File: src/rtl/varint_pkg.sv
// rtl/varint_pkg.sv - shared field-type codes, limits and FSM state type for varint writing
package varint_pkg;

    localparam int MAX_VARINT_BYTES = 10;

    localparam logic [4:0] FT_INT64  = 5'd3;
    localparam logic [4:0] FT_UINT64 = 5'd4;
    localparam logic [4:0] FT_INT32  = 5'd5;
    localparam logic [4:0] FT_BOOL   = 5'd8;
    localparam logic [4:0] FT_UINT32 = 5'd13;
    localparam logic [4:0] FT_ENUM   = 5'd14;
    localparam logic [4:0] FT_SINT32 = 5'd17;
    localparam logic [4:0] FT_SINT64 = 5'd18;

    typedef enum logic [1:0] {
        ST_IDLE  = 2'd0,
        ST_WRITE = 2'd1,
        ST_WAIT  = 2'd2,
        ST_DONE  = 2'd3
    } state_t;

    function automatic logic is_varint(input logic [4:0] ft);
        case (ft)
            FT_INT64, FT_UINT64, FT_INT32, FT_BOOL,
            FT_UINT32, FT_ENUM, FT_SINT32, FT_SINT64: return 1'b1;
            default:                                  return 1'b0;
        endcase
    endfunction

endpackage

File: src/rtl/varint_encoder.sv
// rtl/varint_encoder.sv - combinational field pre-processing and LEB128 encoding with length
module varint_encoder
    import varint_pkg::*;
(
    input  logic [63:0] value,
    input  logic [4:0]  field_type,
    output logic [7:0]  bytes [MAX_VARINT_BYTES],
    output logic [3:0]  len
);

    logic [63:0] pre;

    always_comb begin
        pre = '0;
        case (field_type)
            FT_SINT32:           pre = {32'b0, {value[30:0], 1'b0} ^ {32{value[31]}}};
            FT_SINT64:           pre = {value[62:0], 1'b0} ^ {64{value[63]}};
            FT_UINT32:           pre = {32'b0, value[31:0]};
            FT_INT32, FT_ENUM:   pre = {{32{value[31]}}, value[31:0]};
            FT_INT64, FT_UINT64: pre = value;
            FT_BOOL:             pre = {63'b0, value[0]};
            default:             pre = '0;
        endcase
    end

    // Length is one more than the highest 7-bit group holding a set bit; zero still takes one byte.
    always_comb begin
        logic [63:0] sh;
        sh  = '0;
        len = 4'd1;
        for (int k = 1; k < MAX_VARINT_BYTES; k++) begin
            if ((pre >> (7 * k)) != 64'd0) len = 4'(k + 1);
        end
        for (int k = 0; k < MAX_VARINT_BYTES; k++) begin
            sh       = pre >> (7 * k);
            bytes[k] = {(4'(k) + 4'd1 < len), sh[6:0]};
        end
    end

endmodule

File: src/rtl/varint_lane_writer.sv
// rtl/varint_lane_writer.sv - writes one encoded varint to DRAM in LANES-wide beats with idle gaps
module varint_lane_writer
    import varint_pkg::*;
#(
    parameter int LANES       = 8,
    parameter int ADDR_W      = 64,
    parameter int WAIT_CYCLES = 20
) (
    input  logic                    clk,
    input  logic                    reset,
    input  logic                    in_valid,
    output logic                    in_ready,
    input  logic [63:0]             value,
    input  logic [4:0]              field_type,
    input  logic [ADDR_W-1:0]       dst_addr,
    output logic [LANES-1:0]        dram_en,
    output logic [LANES*ADDR_W-1:0] dram_addr,
    output logic [LANES*8-1:0]      dram_data,
    output logic                    dram_rdwr,
    output logic                    done,
    output logic [3:0]              bytes_written
);

    localparam int WCW = (WAIT_CYCLES > 1) ? $clog2(WAIT_CYCLES) : 1;

    state_t             state, next_state;
    logic [3:0]         beat;
    logic [WCW-1:0]     wait_cnt;
    logic [7:0]         cap_bytes [MAX_VARINT_BYTES];
    logic [3:0]         cap_len;
    logic [ADDR_W-1:0]  cap_addr;

    logic [7:0]         enc_bytes [MAX_VARINT_BYTES];
    logic [3:0]         enc_len;
    logic               accept;
    logic               more_beats;

    logic [7:0]         src_bytes [MAX_VARINT_BYTES];
    logic [3:0]         src_len;
    logic [ADDR_W-1:0]  src_addr;
    logic [3:0]         next_beat;

    logic [LANES-1:0]        en_d;
    logic [LANES*ADDR_W-1:0] addr_d;
    logic [LANES*8-1:0]      data_d;

    varint_encoder u_encoder (
        .value      (value),
        .field_type (field_type),
        .bytes      (enc_bytes),
        .len        (enc_len)
    );

    assign accept     = in_valid && (state == ST_IDLE);
    assign more_beats = ((8'(beat) + 8'd1) * 8'(LANES)) < 8'(cap_len);
    assign dram_rdwr  = 1'b0;

    always_ff @(posedge clk) begin
        if (reset) state <= ST_IDLE;
        else       state <= next_state;
    end

    always_comb begin
        next_state = state;
        case (state)
            ST_IDLE:  if (in_valid) next_state = is_varint(field_type) ? ST_WRITE : ST_DONE;
            ST_WRITE: next_state = ST_WAIT;
            ST_WAIT:  if (wait_cnt == WCW'(WAIT_CYCLES - 1))
                          next_state = more_beats ? ST_WRITE : ST_DONE;
            ST_DONE:  next_state = ST_IDLE;
            default:  next_state = ST_IDLE;
        endcase
    end

    always_ff @(posedge clk) begin
        if (reset) begin
            beat      <= '0;
            wait_cnt  <= '0;
            cap_len   <= '0;
            cap_addr  <= '0;
            cap_bytes <= '{default: 8'h00};
        end else begin
            if (accept) begin
                beat      <= '0;
                cap_bytes <= enc_bytes;
                cap_len   <= is_varint(field_type) ? enc_len : 4'd0;
                cap_addr  <= dst_addr;
            end
            if (state == ST_WRITE) wait_cnt <= '0;
            if (state == ST_WAIT) begin
                wait_cnt <= wait_cnt + 1'b1;
                if (next_state == ST_WRITE) beat <= beat + 4'd1;
            end
        end
    end

    // Outputs are registered, so lane values are built from the beat about to be entered;
    // on the accept edge that means reading the encoder directly rather than the capture.
    always_comb begin
        logic [7:0] idx;
        idx       = '0;
        en_d      = '0;
        addr_d    = '0;
        data_d    = '0;
        src_len   = (state == ST_IDLE) ? (is_varint(field_type) ? enc_len : 4'd0) : cap_len;
        src_addr  = (state == ST_IDLE) ? dst_addr : cap_addr;
        next_beat = (state == ST_IDLE) ? 4'd0 : beat + 4'd1;
        for (int k = 0; k < MAX_VARINT_BYTES; k++)
            src_bytes[k] = (state == ST_IDLE) ? enc_bytes[k] : cap_bytes[k];
        if (next_state == ST_WRITE) begin
            for (int i = 0; i < LANES; i++) begin
                idx = 8'(next_beat) * 8'(LANES) + 8'(i);
                if (idx < {4'b0, src_len}) begin
                    en_d[i]                    = 1'b1;
                    addr_d[i*ADDR_W +: ADDR_W] = src_addr + ADDR_W'(idx);
                    for (int k = 0; k < MAX_VARINT_BYTES; k++)
                        if (idx == 8'(k)) data_d[i*8 +: 8] = src_bytes[k];
                end
            end
        end
    end

    always_ff @(posedge clk) begin
        if (reset) begin
            in_ready      <= 1'b1;
            dram_en       <= '0;
            dram_addr     <= '0;
            dram_data     <= '0;
            done          <= 1'b0;
            bytes_written <= '0;
        end else begin
            in_ready  <= (next_state == ST_IDLE);
            dram_en   <= en_d;
            dram_addr <= addr_d;
            dram_data <= data_d;
            done      <= (next_state == ST_DONE);
            if (next_state == ST_DONE) bytes_written <= src_len;
        end
    end

endmodule

File: config.mk
export PLATFORM = sky130hd
export DESIGN_NAME = varint_lane_writer
export DESIGN_NICKNAME = d
export VERILOG_FILES = /design/src/rtl/varint_pkg.sv /design/src/rtl/varint_encoder.sv /design/src/rtl/varint_lane_writer.sv
export SDC_FILE = /design/constraint.sdc
export NUM_CORES = 2
export LEC_CHECK = 0
export CAP_MARGIN = 0
export CORE_AREA = 2 2 281 283
export CTS_CLUSTER_SIZE = 28
export DETAILED_ROUTE_END_ITERATION = 10
export DIE_AREA = 0 0 283 285
export PLACE_DENSITY = 0.71
export SYNTH_ARGS = -nofsm -noshare
export SYNTH_HDL_FRONTEND = slang
export SYNTH_HIERARCHICAL = 1
export SYNTH_SLANG_ARGS = --single-unit
File: constraint.sdc
create_clock -name clk -period 15.75 [get_ports clk]
set_clock_uncertainty 0.05 [all_clocks]
set_input_delay 2.3625 -clock clk [delete_from_list [all_inputs] [get_ports clk]]
set_output_delay 2.3625 -clock clk [all_outputs]
set_load 0.005 [all_outputs]
# [Yosys cells after proc, flatten, opt, wreduce, memory -nomap -nowiden]
# Memories as Yosys holds them, arrays and structs flattened.
# Cells that the tools add are included.
[word_totals] register_bits=743 mem_bits_ro=96 in_bits=136 output_inout_bits=591 elab_cells=314 memories=3
[op_classes] n_addsub=18 magnitude_cmp=19 n_eq_ne=78 n_mux=119 bitwise=11 reduce_logical=31
[mem_list] name="(no name shown)" words=32 width=1 read_ports=1 rd_clocked_by_memory_dff=0 wr=0 line="varint_pkg.sv:23" source="case (ft)"
[mem_list] name="(no name shown)" words=32 width=1 read_ports=1 rd_clocked_by_memory_dff=0 wr=0 line="varint_pkg.sv:23"
[mem_list] name="(no name shown)" words=32 width=1 read_ports=1 rd_clocked_by_memory_dff=0 wr=0 line="varint_pkg.sv:23"
[op_table] cell="$mux 8" count=82
[op_table] cell="$reduce_bool 64->1" count=8
[op_table] cell="$add 64x8->64" count=7
[op_table] cell="$pmux 64 s6" count=1
[op_table] cell="$eq 8x3->1 const B" count=28
[op_table] cell="$eq 8x2->1 const B" count=14
[op_table] cell="$eq 8x4->1 const B" count=14
[op_table] cell="$add 64x7->64" count=1
[op_table] cell="$logic_not 8->1" count=8
[op_table] cell="$lt 8x4->1" count=8
[op_table] cell="$mux 64" count=1
[op_table] cell="$xor 64x64->64" count=1
[op_table] cell="$mux 4" count=15
[op_table] cell="$eq 8x1->1 const B" count=7
[op_table] cell="$add 7x3->8 const B" count=4
[op_table] cell="$xor 32x32->32" count=1
[op_table] cell="$reduce_or 3->1" count=8
[op_table] cell="$add 7x2->8 const B" count=2
[op_table] cell="$lt 3x4->1 const A" count=4
[op_table] cell="$eq 5x4->1 const B" count=3
[op_table] cell="$eq 5x5->1 const B" count=3
[op_table] cell="$lt 4x4->1 const A" count=3
[op_table] cell="$mux 1" count=12
[op_table] cell="$eq 5x3->1 const B" count=2
[op_table] cell="other kinds (19)" count=39

# [Longest topological paths before layout]
[depth] depth_word=25 depth_mapped=24 mapped_depth_nobuf=13

# [Cells and area by module]
# The synthesis kept the hierarchy.
[modules_own_cells] mod="varint_lane_writer" n_inst=1 cells_per_inst=3713 area_each_um2=31690.4 seq_area_each_um2=14994.4
[modules_own_cells] mod="varint_encoder" n_inst=1 cells_per_inst=341 area_each_um2=2429.8 seq_area_each_um2=0.0

# [Worst setup path after synthesis]
# Ideal clock, no wire load.
[synth_timing] kind="input -> register" startpoint="in value[50]" endpoint="reg dram_addr[262]" setup_ps=132 arrival_time_ps=5921 required_ps=15568 path_slack_ps=9647 stages=12 path_buffers=2 cell_sequence="or3_1 > or4_1 > a32o_1 > or3_4 > or3_1 > buf_4 > a31oi_1 > ha_1 > o21ai_0 > o311ai_1 > clkbuf_1 > nor3_1"
[synth_via] word_cells_on_any_way=23 classes_between="order compare (1); mux (12); bitwise (2); reduce/logical (8)"
[synth_rtl] item="start: declaration" line="varint_lane_writer.sv:13" source="input logic [63:0] value,"
[synth_rtl] item="$xor 64x64->64" line="varint_encoder.sv:17" source="FT_SINT64: pre = {value[62:0], 1'b0} ^ {64{value[63]}};"
[synth_rtl] item="$pmux 64 s6 *" line="varint_encoder.sv:15" source="case (field_type)"
[synth_rtl] item="$reduce_bool 64->1" line="varint_encoder.sv:32" source="if ((pre >> (7 * k)) != 64'd0) len = 4'(k + 1);"
[synth_rtl] item="$mux 4 (4 in a row)" line="varint_encoder.sv:32"
[synth_rtl] item="$mux 4 * (3 in a row)" line="varint_encoder.sv:32"
[synth_rtl] item="named net enc_len[3]" line="varint_lane_writer.sv:34" source="logic [3:0] enc_len;"
[synth_rtl] item="$mux 4 * (2 in a row)" line="varint_lane_writer.sv:105" source="src_len = (state == ST_IDLE) ? (is_varint(field_type) ? enc_len : 4'd0) : cap_len;"
[synth_rtl] item="$lt 8x4->1 *" line="varint_lane_writer.sv:113" source="if (idx < {4'b0, src_len}) begin"
[synth_rtl] item="$not 1->1 (no line) *"
[synth_rtl] item="$reduce_or 3->1 (no line) *"
[synth_rtl] item="end signal: assignment" line="varint_lane_writer.sv:134" source="dram_addr <= addr_d;"
[synth_rtl] item="end: declaration" line="varint_lane_writer.sv:17" source="output logic [LANES*ADDR_W-1:0] dram_addr,"
# Mark *: on every way through the listed nets, which the timed path passes. The rest lies on a longest branch.
# A chain may end at the register's enable or synchronous reset.

==> metrics.csv <==
metric;value;unit
run status;finished clean;
CTS tree;built;
Fmax;0.127;GHz
Synth Area in XOR/XNOR;0.102;
clock sinks;749;
max-slew violation count;0;
Die X;283;um
Avg Vias per Cell;5.84;
Resize count post-CTS;0;
CP peak stage delay;940;ps
worst vdd ir;176;uV
kind of end point of the critical path;flop;
CP max-delay cell;a211oi_2;
Worst slew margin;0.103;
wire length per cell;26.2;um
Layout Nets;4815;
CTS H-tree lvls;3;
Leak;16.2;nW
pin count of the biggest net entering global routing;151;
sequential fraction of the synthesis area;0.439;
worst reg2reg path depth;13;
Adder-Cell Fraction of Synth Area;0.00924;
initial antenna violation count;44;
Power, Total;6.56;mW
final critical-path setup slack;7880;ps
GRT overflow;0;
total track usage;0.357;
PwrDens;146;nW/um2
Hold Path Stages;2;
Core Area;78000;um2
vias in the first global route;31100;
clk_lat worst skew;680;ps
Post-Route WL;152000;um
PortBufs;725;
root buf cell;clkbuf_16;
Routed Antenna Nets;0;
Finished Layout Cells;5799;
ys flop type;dfxtp_1;
Slew @ Worst Pin;1310;ps
DRT iter0 DRCs;3900;
Ys Warns;6;
WS Path Type;in2reg;
Required @ worst endpoint;16240;ps
Worst path most repeated cell;a31oi_1;
die area;80700;um2
Period Utilization, post-route;0.500;
final setup vio count;0;
Clock Pin Slew Worst Setup and Hold Paths;60;ps
crit path cell chain;clkdlybuf4s50_1, or3b_2, a211oi_4, buf_4, o21ai_0, nand2_1, or3_1, a31oi_1, ha_1, nor4_1, a31oi_1, a211oi_2, nand2_4, a311oi_1;
dpl ws;7270;ps
GPL Wtd Cong;1.00;
io pins;727;
multiplexer share of the synthesized area;0.0327;
die height;285;um
Crit Path Max Fanout;71;
share of cells above drive strength 1;0.0683;
FF+latch count, synth;749;
Initial Util;0.438;
Synth Instances;4054;
sequential standard cell area;15000;um2
fillers;7033;
count of flip-flops with a built-in enable after synthesis;0;
1st-pass router iterations;6;
cts bufs inserted;82;
postcts setup bufs;0;
Post-Place Cells;5621;
Max-Cap Viols;0;
area taken by multi-input logic gates;17900;um2
cts hold-fix bufs;0;
DR vias;33900;
DRC;0;
crit start category;input pin;
clk buf depth;3;
Post-Syn Area;34100;um2
worst path arrival time;8360;ps
row cnt;103;
RSZ-0062 raised after global routing;false;
Area growth, synth to finish;32.0;%
Netlist cell types;104;
final hold slack;399;ps
main combinational cell family by area after synthesis;simple AND/OR/NAND/NOR gates;
fraction of registers with async set/reset;0;
endpoints failing hold;0;
syn_area_per_cell;8.42;um2
Synth Area in Simple Gates;0.237;
setup tns final;0;ps
DP HPWL;110000;um
compound-gate portion of the synthesized area;0.136;
first-pass GRT wire length;215000;um
final critical-path required period;7870;ps
Hold Crit Class;reg2reg;
synth_stat cells (14+ instances only):
cell        n  area (um2)
nand3b_1   26         195
or3_1      36         225
nor2b_1    14        87.6
nand3_1    84         420
xnor2_1   133        1160
clkbuf_1  225         845
a221o_1    49         490
o21a_1     15         113
mux2i_1    65         651
nand4_1    65         407
a21o_1     23         173
a21oi_1   343        1720
nor3_1    215        1080
nor4_1     74         463
a31oi_1    16         100
ha_1       22         275
buf_2      27         135
nand2_1   413        1550
xor2_1    266        2330
buf_1      20        75.1
a211oi_1   18         135
and3_1     69         432
inv_1      46         173
mux2_2     28         315
dfxtp_1   749       15000
nor2_1    634        2380
a22oi_1    60         450
o21ai_0    59         295
flip-flops by register name, indices dropped and copies added (netlist names), 4 cells and up:
| register | flops |
|---|---|
| beat | 4 |
| bytes_written | 4 |
| cap_addr | 64 |
| cap_bytes | 80 |
| cap_len | 4 |
| dram_addr | 512 |
| dram_data | 64 |
| dram_en | 8 |
| wait_cnt | 5 |
worst max-delay path: cells and delay by family:
family | cells | cell delay [ps]
AND/OR/NAND/NOR | 5 | 2270
AO/OA/AOI/OAI | 6 | 2220
buffers and inverters | 2 | 1140
adder cells (fa/ha/maj) | 1 | 320
layout by cell type (no fill, tap or decap), types with 17 or more instances in the layout:
master	instances
xor2_1	266
diode_2	32
ha_1	21
clkbuf_1	18
nand4_1	65
and3_1	69
buf_4	79
nand3_1	84
or3_1	36
clkdlybuf4s50_1	723
nor4_1	74
mux2i_2	20
dfxtp_1	749
a21oi_1	341
clkbuf_8	22
o21ai_0	56
inv_1	46
a22oi_1	60
a211oi_1	17
nand3b_1	26
a221o_1	49
nand2_1	407
nor3_1	215
a21o_1	23
mux2_2	28
xnor2_1	133
mux2i_1	55
clkbuf_16	82
nor2_1	632
path summary, 6_finish.rpt:
| check | startpoint | end | slack (ps) |
|---|---|---|---|
| setup / recovery | field_type[1] | dram_addr[60] | 7880 |
| hold / removal | cap_bytes[19] | cap_bytes[19] | 400 |
| setup reg to reg | state[0] | dram_addr[476] | 9430 |
| hold reg to reg | cap_bytes[19] | cap_bytes[19] | 400 |
power breakdown:
group	internal, mW	total [mW]	switching (mW)
logic	0.881	2.44	1.56
registers	2.07	2.17	0.106
clock network	1.12	1.95	0.830
layout make-up:
class	count	share of cell area
multi-input combinational	2970	0.397
timing repair buffer	805	0.175
inverter	47	0.00392
clock buffer	122	0.0538
clock inverter	24	0.00667
sequential	749	0.333
tap	1050	0.0292
antenna	32	0.00178
metal layers:
metal	global-route usage	vias up	routed length, um
li1	-	15200	-
met2	0.581	2015	69700
met1	0.424	16100	56200
met5	0.00756	-	184
met4	0.212	26	10300
met3	0.0952	459	15800
cells by family after synthesis:
kind of cell	after synthesis
other cells	2
compound gates	712
mux	104
flops	749
simple gates	1723
xor+xnor	399
fa+ha+maj	24
buf+inv	341
metrics by stage:
step | cell area, um2 | utilization
CTS | 44900 | 0.577
global route | 45000 | 0.577
detailed placement | 42200 | 0.542
floorplan | 34100 | -
global placement | 42200 | 0.542
finish | 45000 | 0.578
No activity file was read; power rests on OpenSTA's default activity.
